===== src/rtl/btn_event_ctrl.sv =====
// btn_event_ctrl: turns N debounced button levels into PRESS/RELEASE/LONG/REPEAT
// events, arbitrates them round-robin into a shared FIFO and presents the FIFO
// head over a valid/ready interface.
// Build option: define BTN_REPEAT_EN to enable REPEAT events while a button is held;
// without it a held button is silent until release and the HELD timer is removed.
module btn_event_ctrl #(
    parameter int unsigned N             = 4,
    parameter int unsigned LONG_CYCLES   = 8,
    parameter int unsigned REPEAT_CYCLES = 4,
    parameter int unsigned DEPTH         = 4,
    localparam int unsigned IW           = (N > 1) ? $clog2(N) : 1
) (
    input  logic          clk,
    input  logic          rst,
    input  logic [N-1:0]  btn,
    input  logic          evt_ready,
    output logic          evt_valid,
    output logic [IW-1:0] evt_id,
    output logic [1:0]    evt_code,
    output logic          evt_drop
);

    localparam int unsigned MaxCyc = (LONG_CYCLES > REPEAT_CYCLES) ? LONG_CYCLES : REPEAT_CYCLES;
    localparam int unsigned TW     = $clog2(MaxCyc);
    localparam int unsigned PW     = $clog2(DEPTH);
    localparam int unsigned CW     = PW + 1;

    localparam logic [1:0] StIdle    = 2'd0;
    localparam logic [1:0] StPressed = 2'd1;
    localparam logic [1:0] StHeld    = 2'd2;

    localparam logic [1:0] CodePress   = 2'd0;
    localparam logic [1:0] CodeRelease = 2'd1;
    localparam logic [1:0] CodeLong    = 2'd2;
`ifdef BTN_REPEAT_EN
    localparam logic [1:0] CodeRepeat  = 2'd3;
`endif

    logic [N-1:0]    btn_prev;
    logic [N-1:0]    rise;
    logic [N-1:0]    fall;
    logic [1:0]      state_q [N];
    logic [1:0]      state_d [N];
    logic [TW-1:0]   timer_q [N];
    logic [TW-1:0]   timer_d [N];
    logic [N-1:0]    gen_valid;
    logic [1:0]      gen_code [N];

    logic [N-1:0]    slot_valid_q;
    logic [1:0]      slot_code_q [N];
    logic [N-1:0]    drop_vec;
    logic            drop_q;

    logic [IW-1:0]   ptr_q;
    logic [N-1:0]    grant;
    logic            grant_any;
    logic [IW-1:0]   grant_idx;
    logic [IW-1:0]   cand;

    logic [IW-1:0]   mem_id_q   [DEPTH];
    logic [1:0]      mem_code_q [DEPTH];
    logic [PW-1:0]   wr_q;
    logic [PW-1:0]   rd_q;
    logic [CW-1:0]   count_q;
    logic            push;
    logic            pop;

    assign rise = btn & ~btn_prev;
    assign fall = ~btn & btn_prev;

    // Per-button FSM next state and event generation; a release beats a due LONG/REPEAT.
    always_comb begin
        for (int i = 0; i < N; i++) begin
            state_d[i]   = state_q[i];
            timer_d[i]   = timer_q[i];
            gen_valid[i] = 1'b0;
            gen_code[i]  = CodePress;
            case (state_q[i])
                StIdle: begin
                    if (rise[i]) begin
                        gen_valid[i] = 1'b1;
                        gen_code[i]  = CodePress;
                        state_d[i]   = StPressed;
                        timer_d[i]   = '0;
                    end
                end
                StPressed: begin
                    if (fall[i]) begin
                        gen_valid[i] = 1'b1;
                        gen_code[i]  = CodeRelease;
                        state_d[i]   = StIdle;
                        timer_d[i]   = '0;
                    end else if (timer_q[i] == TW'(LONG_CYCLES - 1)) begin
                        gen_valid[i] = 1'b1;
                        gen_code[i]  = CodeLong;
                        state_d[i]   = StHeld;
                        timer_d[i]   = '0;
                    end else begin
                        timer_d[i]   = timer_q[i] + TW'(1);
                    end
                end
                StHeld: begin
                    if (fall[i]) begin
                        gen_valid[i] = 1'b1;
                        gen_code[i]  = CodeRelease;
                        state_d[i]   = StIdle;
                        timer_d[i]   = '0;
`ifdef BTN_REPEAT_EN
                    end else if (timer_q[i] == TW'(REPEAT_CYCLES - 1)) begin
                        gen_valid[i] = 1'b1;
                        gen_code[i]  = CodeRepeat;
                        timer_d[i]   = '0;
                    end else begin
                        timer_d[i]   = timer_q[i] + TW'(1);
`endif
                    end
                end
                default: begin
                    state_d[i] = StIdle;
                    timer_d[i] = '0;
                end
            endcase
        end
    end

    // Round-robin grant starting at ptr; only when the FIFO has room (no pop bypass).
    always_comb begin
        grant     = '0;
        grant_any = 1'b0;
        grant_idx = '0;
        cand      = '0;
        if (count_q < CW'(DEPTH)) begin
            for (int unsigned k = 0; k < N; k++) begin
                cand = IW'((32'(ptr_q) + k) % N);
                if (!grant_any && slot_valid_q[cand]) begin
                    grant_any       = 1'b1;
                    grant[cand]     = 1'b1;
                    grant_idx       = cand;
                end
            end
        end
    end

    // An event is lost when its slot is still occupied and not leaving this cycle.
    always_comb begin
        for (int i = 0; i < N; i++) begin
            drop_vec[i] = gen_valid[i] & slot_valid_q[i] & ~grant[i];
        end
    end

    assign push      = grant_any;
    assign evt_valid = (count_q != '0);
    assign pop       = evt_valid & evt_ready;
    assign evt_id    = mem_id_q[rd_q];
    assign evt_code  = mem_code_q[rd_q];
    assign evt_drop  = drop_q;

    // Edge history, FSM state/timers, pending slots, arbiter pointer and drop pulse.
    always_ff @(posedge clk) begin
        if (rst) begin
            btn_prev     <= '0;
            slot_valid_q <= '0;
            ptr_q        <= '0;
            drop_q       <= 1'b0;
            for (int i = 0; i < N; i++) begin
                state_q[i]     <= StIdle;
                timer_q[i]     <= '0;
                slot_code_q[i] <= '0;
            end
        end else begin
            btn_prev <= btn;
            drop_q   <= |drop_vec;
            for (int i = 0; i < N; i++) begin
                state_q[i] <= state_d[i];
                timer_q[i] <= timer_d[i];
                if (gen_valid[i] && (!slot_valid_q[i] || grant[i])) begin
                    slot_valid_q[i] <= 1'b1;
                    slot_code_q[i]  <= gen_code[i];
                end else if (grant[i]) begin
                    slot_valid_q[i] <= 1'b0;
                end
            end
            if (grant_any) begin
                ptr_q <= (grant_idx == IW'(N - 1)) ? '0 : grant_idx + IW'(1);
            end
        end
    end

    // Event FIFO; storage is cleared on reset so the head reads as zero.
    always_ff @(posedge clk) begin
        if (rst) begin
            wr_q    <= '0;
            rd_q    <= '0;
            count_q <= '0;
            for (int d = 0; d < DEPTH; d++) begin
                mem_id_q[d]   <= '0;
                mem_code_q[d] <= '0;
            end
        end else begin
            if (push) begin
                mem_id_q[wr_q]   <= grant_idx;
                mem_code_q[wr_q] <= slot_code_q[grant_idx];
                wr_q             <= wr_q + PW'(1);
            end
            if (pop) begin
                rd_q <= rd_q + PW'(1);
            end
            case ({push, pop})
                2'b10:   count_q <= count_q + CW'(1);
                2'b01:   count_q <= count_q - CW'(1);
                default: count_q <= count_q;
            endcase
        end
    end

endmodule


===== config.mk =====
export PLATFORM = sky130hd
export DESIGN_NAME = btn_event_ctrl
export DESIGN_NICKNAME = d
export VERILOG_FILES = /design/src/rtl/btn_event_ctrl.sv
export SDC_FILE = /design/constraint.sdc
export NUM_CORES = 1
export LEC_CHECK = 0
export ABC_CLOCK_PERIOD_IN_PS = 8220
export BUFFER_PORTS_ARGS = -buffer_cell sky130_fd_sc_hd__buf_2
export CAP_MARGIN = 20
export CORE_ASPECT_RATIO = 0.8
export CORE_UTILIZATION = 39
export CTS_BUF_LIST = sky130_fd_sc_hd__clkbuf_8 sky130_fd_sc_hd__clkbuf_16
export CTS_CLUSTER_DIAMETER = 120
export DETAILED_ROUTE_END_ITERATION = 8
export SLEW_MARGIN = 40
export SYNTH_ARGS = -nofsm -noshare
export SYNTH_HDL_FRONTEND = slang
export SYNTH_SLANG_ARGS = --single-unit

===== constraint.sdc =====
create_clock -name clk -period 8.22 [get_ports clk]
set_clock_uncertainty 0.15 [all_clocks]
set_input_delay 1.644 -clock clk [delete_from_list [all_inputs] [get_ports clk]]
set_output_delay 1.644 -clock clk [all_outputs]
set_load 0.02 [all_outputs]

==> results_dict.tcl, run 1 <==
set metrics [dict create \
    cts-root-buf "clkbuf_16" \
    layout_commonest_cell "nor2_1" \
    grt_pass1_wl_mm 12.7 \
    worst_pin_slew_ps 748 \
    io_buffer_count 12 \
    place.gp.congestion 0.845 \
    fin_crit_sh_pct 45.2 \
    area_growth_pct 10.9 \
    drive_above_1_share_pct 12.5 \
    grt_pass1_vias 2686 \
    relSlewSlack_pct 49.8 \
    stdcell_area_mm2 0.00423 \
    cp-start-kind "register" \
    drc 0 \
    max_clock_freq_mhz 269 \
    finalSetupViolations 0 \
    cellPowerDensity_mw_per_mm2 305 \
    cts_tree "done" \
    syn_inst 397 \
    drv_slew 0 \
    grt_setup_unrepaired "false" \
    gr-usage-all-layers_pct 15.9 \
    seq_area_frac_synth_pct 39.9 \
    arrival_ps 3620 \
    num_vias 2794 \
    p_leak_nw 1.67 \
    grt_overflow_total 0 \
    ctsHoldBuffers 0 \
    antenna_found_initial 0 \
    n_antenna_cell 0 \
    cp-end-kind "register" \
    clk-insertion-delay-late_ps 330 \
    wl_mm 7.37 \
    worstSetupPathType "reg -> reg" \
    dr.pass1.iters 4 \
    cp-endpoint "mem_code_q[1][1]" \
    r2r_end "mem_code_q[1][1]" \
    critical_path.max_stage_delay_ps 720 \
    final_nets 445 \
    clock_sinks 64 \
    wl_per_cell_um 14.1 \
    yosysWarnings 0 \
    die_h_um 90.4 \
    finalCriticalPeriod_ps 3710 \
    grt_max_degree 48 \
    cts_resized 0 \
    ff2ff_setup_slack_ps 4510 \
    cts_max_level 3 \
    synth_fp_nets 438 \
    post_cts_buffers 0 \
    min_path_type "reg -> reg" \
    async_reset_ff_share_pct 0 \
    cts.reportedPaths.clkPinSlew_ps 60 \
    synth_ff_type "dfxtp_1" \
    cp_max_fo 17 \
    path_buf_inv 1 \
    post_synth_num_cell_types 65 \
    ys_ff_latch 64 \
    synth_area_per_cell_um2 9.60 \
    synth_edf_count 24 \
    die-area_mm2 0.0102 \
    cp.required_ps 8130 \
    die_w_um 113 \
    synth.cell_area_mm2 0.00381 \
    hold_viol_final 0 \
    rr_worst_depth 8 \
    crit_slowest_cell "dfxtp_1" \
    vias_per_cell 5.33 \
    crit_family "compound AO/OA/AOI/OAI gates" \
    dp_hpwl_mm 5.39 \
    ant_nets 0 \
    fin_tns_setup_ps 0 \
    num_io_pins 13 \
    layout_common_cells "48 x nor2_1, 40 x dfxtp_1, 33 x ha_1, 30 x inv_1, 27 x a21oi_1" \
    critPathLaunch "ptr_q[0]" \
    cts_buffers 9 \
    clockBufferDepth 2 \
    path_cells "inv_1 > ha_1 > mux4_2 > o21ba_1 > or2_0 > a21boi_1 > a311oi_2 > nor3_1" \
    ir_drop_v 0.000116 \
    postPlaceCellArea_mm2 0.00394 \
    core_area_mm2 0.00927 \
    rows 31 \
    reg2reg_from "ptr_q[0]" \
    drt_iter0_markers 230 \
    initial_core_util_pct 41.1 \
    crit_cells 8 \
    maxCapViolations 0 \
    status "completed" \
]
==> metal layers <==
layer	wire, µm	GRT usage (%)	share of wire, %	vias up
li1	-	-	-	1426
met1	3610	20.8	49	1330
met2	3380	24.6	46	30
met3	289	4.23	3.9	8
met4	88	7.00	1.2	0
met5	0	0	0	-
==> tightest hold or removal path: stages (launching register included) <==
cell     delay (ps)
dfxtp_1         310
nand2_1          50
a21oi_1          50
==> per-stage QoR <==
stage | utilization, % | power, mW | worst slack, ps | cells | hold slack, ps
after floorplan | - | 0.825 | 4970 | 397 | 286
after global placement | 42.5 | 0.915 | 4510 | 508 | 294
after detailed placement | 42.5 | 0.925 | 4460 | 508 | 304
after CTS | 45.6 | 1.30 | 4520 | 524 | 311
after global routing | 45.6 | 1.38 | 4230 | 524 | 330
final | 45.6 | 1.29 | 4510 | 524 | 310
==> worst min path at each step <==
stage                              from  depth (start not counted)             to  slack [ps]
after floorplan           timer_q[1][1]                          2  timer_q[1][1]         290
after global placement    timer_q[1][1]                          2  timer_q[1][1]         290
after detailed placement  timer_q[3][1]                          2  timer_q[3][1]         300
after CTS                 timer_q[3][1]                          2  timer_q[3][1]         310
after global routing      timer_q[3][2]                          2  timer_q[3][2]         330
final                     timer_q[1][2]                          2  timer_q[1][2]         310
==> report_power, final <==
group,total (mW),internal (mW),switching [mW]
Combinational,0.461,0.188,0.273
Sequential,0.458,0.395,0.0629
Clock,0.369,0.231,0.138
Total,1.29,0.814,0.474
==> area by class of cell <==
| cell class | instances | area, µm² |
|---|---|---|
| clock buffers | 9 | 225 |
| clock inverters | 7 | 62.6 |
| fillers | 863 | 5040 |
| inverters | 32 | 121 |
| multi-input cells | 284 | 2080 |
| flip-flops and latches | 64 | 1520 |
| well taps | 115 | 144 |
| repair buffers | 13 | 67.6 |
==> sequential cells by signal (all words and copies together) (netlist names), named ones only <==
signal        count
timer_q          12
mem_code_q        8
mem_id_q          8
slot_code_q       8
state_q           8
btn_prev          4
slot_valid_q      4
count_q           3
ptr_q             2
rd_q              2
wr_q              2
evt_drop          1
==> synthesized netlist by cell type, types with 2 or more instances <==
cell type	number	area [µm²]
buf_6	2	22.5
o211ai_1	2	15.0
a31o_2	2	17.5
edfxtp_1	24	721
nand4_1	2	12.5
a32oi_1	3	26.3
clkbuf_1	9	33.8
o21bai_1	5	37.5
a21boi_1	2	15.0
o21a_1	2	15.0
or2_2	4	25.0
nand3b_1	6	45.0
and3_1	2	12.5
nand3_1	6	30.0
nor2b_1	6	37.5
nor3b_1	6	45.0
nor3_1	17	85.1
buf_2	4	20.0
nand2b_1	10	62.6
xnor2_1	3	26.3
a2bb2oi_1	2	17.5
ha_1	33	413
or3_1	5	31.3
nor2_1	48	180
nand2_1	19	71.3
o21ai_0	9	45.0
a41oi_1	2	17.5
a21oi_1	27	135
a21o_1	4	30.0
a211oi_1	3	22.5
buf_1	2	7.51
nor4_1	3	18.8
a311o_1	2	20.0
a221oi_1	2	17.5
xor2_1	4	35.0
inv_1	30	113
mux4_2	7	158
dfxtp_1	40	801
mux2i_1	10	100
a311oi_1	2	17.5
a311oi_2	2	30.0
==> logic make-up (layout without fill, tap and decap cells) <==
logic type / Yosys count / in the layout / share of synthesized area, %
and+or+nand+nor: 145 / 145 / 19.9
AOI/OAI and AO/OA: 81 / 81 / 15.0
DFF: 64 / 64 / 39.9
buffers and inverters: 49 / 61 / 5.38
adders and majority gates: 34 / 34 / 11.4
muxes: 17 / 17 / 6.76
xor gates and xnor gates: 7 / 7 / 1.61
Note: power is estimated with default switching activity, not from simulation.
==> run 2, diff against run 1 <==
--- a/config.mk
+++ b/config.mk
@@ -5,7 +5,7 @@
 export SDC_FILE = /design/constraint.sdc
 export NUM_CORES = 1
 export LEC_CHECK = 0
-export ABC_CLOCK_PERIOD_IN_PS = 8220
+export ABC_CLOCK_PERIOD_IN_PS = 3400
 export BUFFER_PORTS_ARGS = -buffer_cell sky130_fd_sc_hd__buf_2
 export CAP_MARGIN = 20
 export CORE_ASPECT_RATIO = 0.8
==> constraint.sdc (replaced) <==
create_clock -name clk -period 3.4 [get_ports clk]
set_clock_uncertainty 0.15 [all_clocks]
set_input_delay 0.68 -clock clk [delete_from_list [all_inputs] [get_ports clk]]
set_output_delay 0.68 -clock clk [all_outputs]
set_load 0.02 [all_outputs]
==> results_dict.tcl, run 2 (synthesized netlist as in run 1, its figures left out) <==
set metrics [dict create \
    combPwrFrac_pct 37.6 \
    layout_common_cells "48 x nor2_1, 40 x dfxtp_1, 33 x inv_1, 33 x ha_1, 27 x a21oi_1" \
    pwr-share-seq_pct 34.4 \
    cts_buffers 9 \
    largest-register "timer_q" \
    finalSetupViolations 0 \
    finalPower_mw 3.12 \
    fin_tns_setup_ps 0 \
    rr_worst_depth 8 \
    cts_max_level 3 \
    drv_slew 0 \
    vias_per_cell 5.32 \
    drt_iter0_markers 117 \
    r2r_end "mem_code_q[0][0]" \
    clock_sinks 64 \
    worst_pin_slew_ps 489 \
    fin_crit_sh_pct 84.8 \
    cts.reportedPaths.clkPinSlew_ps 50 \
    power_frac_clock_pct 28.0 \
    layout.area.seq_mm2 0.00152 \
    post_cts_buffers 0 \
    cts-root-buf "clkbuf_16" \
    cp-start-kind "register" \
    gr-usage-all-layers_pct 15.5 \
    drive_above_1_share_pct 13.1 \
    clk-insertion-delay-late_ps 330 \
    hold_depth 2 \
    dp_hpwl_mm 5.25 \
    ff2ff_setup_slack_ps 520 \
    n_antenna_cell 0 \
    area_growth_pct 11.5 \
    worstSetupPathType "reg -> reg" \
    grt_setup_unrepaired "false" \
    die_w_um 113 \
    top_usage_layer "met2" \
    max_clock_freq_mhz 347 \
    ant_nets 0 \
    cts_resized 0 \
    finalCriticalPeriod_ps 2880 \
    grt_pass1_vias 2698 \
    antenna_found_initial 0 \
    core_area_mm2 0.00927 \
    place.gp.congestion 0.864 \
    stdcell_area_mm2 0.00425 \
    maxCapViolations 0 \
    arrival_ps 2800 \
    cp.required_ps 3320 \
    io_buffer_count 12 \
    worst_hold_startpoint "timer_q[1][1]" \
    p_int_mw 1.99 \
    cts_tree "done" \
    swShare_pct 36.3 \
    drc 0 \
    grt_overflow_total 0 \
    initial_core_util_pct 41.1 \
    clockBufferDepth 2 \
    ir_drop_v 0.000404 \
    dr.pass1.iters 4 \
    largest_register_ffs 12 \
    relSlewSlack_pct 67.1 \
    use_met3_pct 4.23 \
    use_met1_pct 20.4 \
    die_h_um 90.4 \
    die-area_mm2 0.0102 \
    hold_viol_final 0 \
    reg2reg_from "ptr_q[0]" \
    whs_endpoint "timer_q[1][1]" \
    ctsHoldBuffers 0 \
    num_vias 2811 \
    cp-end-kind "register" \
    min_path_type "reg -> reg" \
    postPlaceCellArea_mm2 0.00397 \
    grtUsageMet2_pct 24.2 \
    status "completed" \
    layout_commonest_cell "nor2_1" \
    fillCellCount 895 \
    grt_max_degree 47 \
    final_nets 449 \
    p_sw_mw 1.13 \
    cp_max_fo 10 \
    wl_mm 7.22 \
    cellPowerDensity_mw_per_mm2 734 \
    num_io_pins 13 \
    wl_per_cell_um 13.7 \
    p_leak_nw 1.71 \
    grt_pass1_wl_mm 12.5 \
    multi_input_area_mm2 0.00208 \
    fin_hold_ws_ps 304 \
    rows 31 \
]
-- run 2: changes by cell type in the layout (fill, tap and decap cells not counted), sizes merged --
cell	previous run	this run
buf	13	17
inv	30	33
clkinv	6	5
clkinvlp	2	0
-- run 2: worst max-delay path: stages (launching register included) --
cell and delay [ps]:
dfxtp_1 320, inv_1 120, ha_1 400, mux4_2 420, o21ba_1 280, or2_0 310, a21boi_1 140, a311oi_2 370
nor3_1 100
-- run 2: worst max path at each step --
stage	start	endpoint	slack [ps]
6_report	ptr_q[0]	mem_code_q[0][0]	520
5_1_grt	ptr_q[1]	mem_code_q[2][1]	360
4_1_cts	ptr_q[0]	mem_code_q[0][0]	560
3_5_place_dp	ptr_q[0]	mem_code_q[0][0]	570
3_3_place_gp	ptr_q[0]	mem_code_q[0][0]	650
2_1_floorplan	ptr_q[0]	mem_code_q[0][0]	400
-- run 2: area by class of cell --
type | count | area share [%]
multi-input cells | 284 | 49.0
repair buffers | 17 | 2.30
well taps | 115 | 3.39
inverters | 32 | 2.86
clock inverters | 7 | 1.32
clock buffers | 9 | 5.30
flip-flops and latches | 64 | 35.8
-- run 2: metrics by stage --
stage | util [%] | setup WS [ps] | cells
after CTS | 45.8 | 560 | 528
after floorplan | - | 404 | 397
after global routing | 45.8 | 360 | 528
final | 45.8 | 517 | 528
after global placement | 42.8 | 653 | 512
after detailed placement | 42.8 | 568 | 512
-- run 2: power groups by stage --
| stage | logic [mW] | registers [mW] | clock network (mW) |
|---|---|---|---|
| floorplan | 0.950 | 1.04 | 0 |
| detailed placement | 1.17 | 1.09 | 0 |
| finish | 1.17 | 1.07 | 0.872 |
| global route | 1.31 | 1.10 | 0.925 |
| global placement | 1.16 | 1.09 | 0 |
| CTS | 1.17 | 1.08 | 0.894 |
-- run 2: layer usage --
metal,share of wire [%],wire (µm)
met2,44,3160
met1,51,3700
met4,1.3,97
met3,3.7,265
met5,0,0
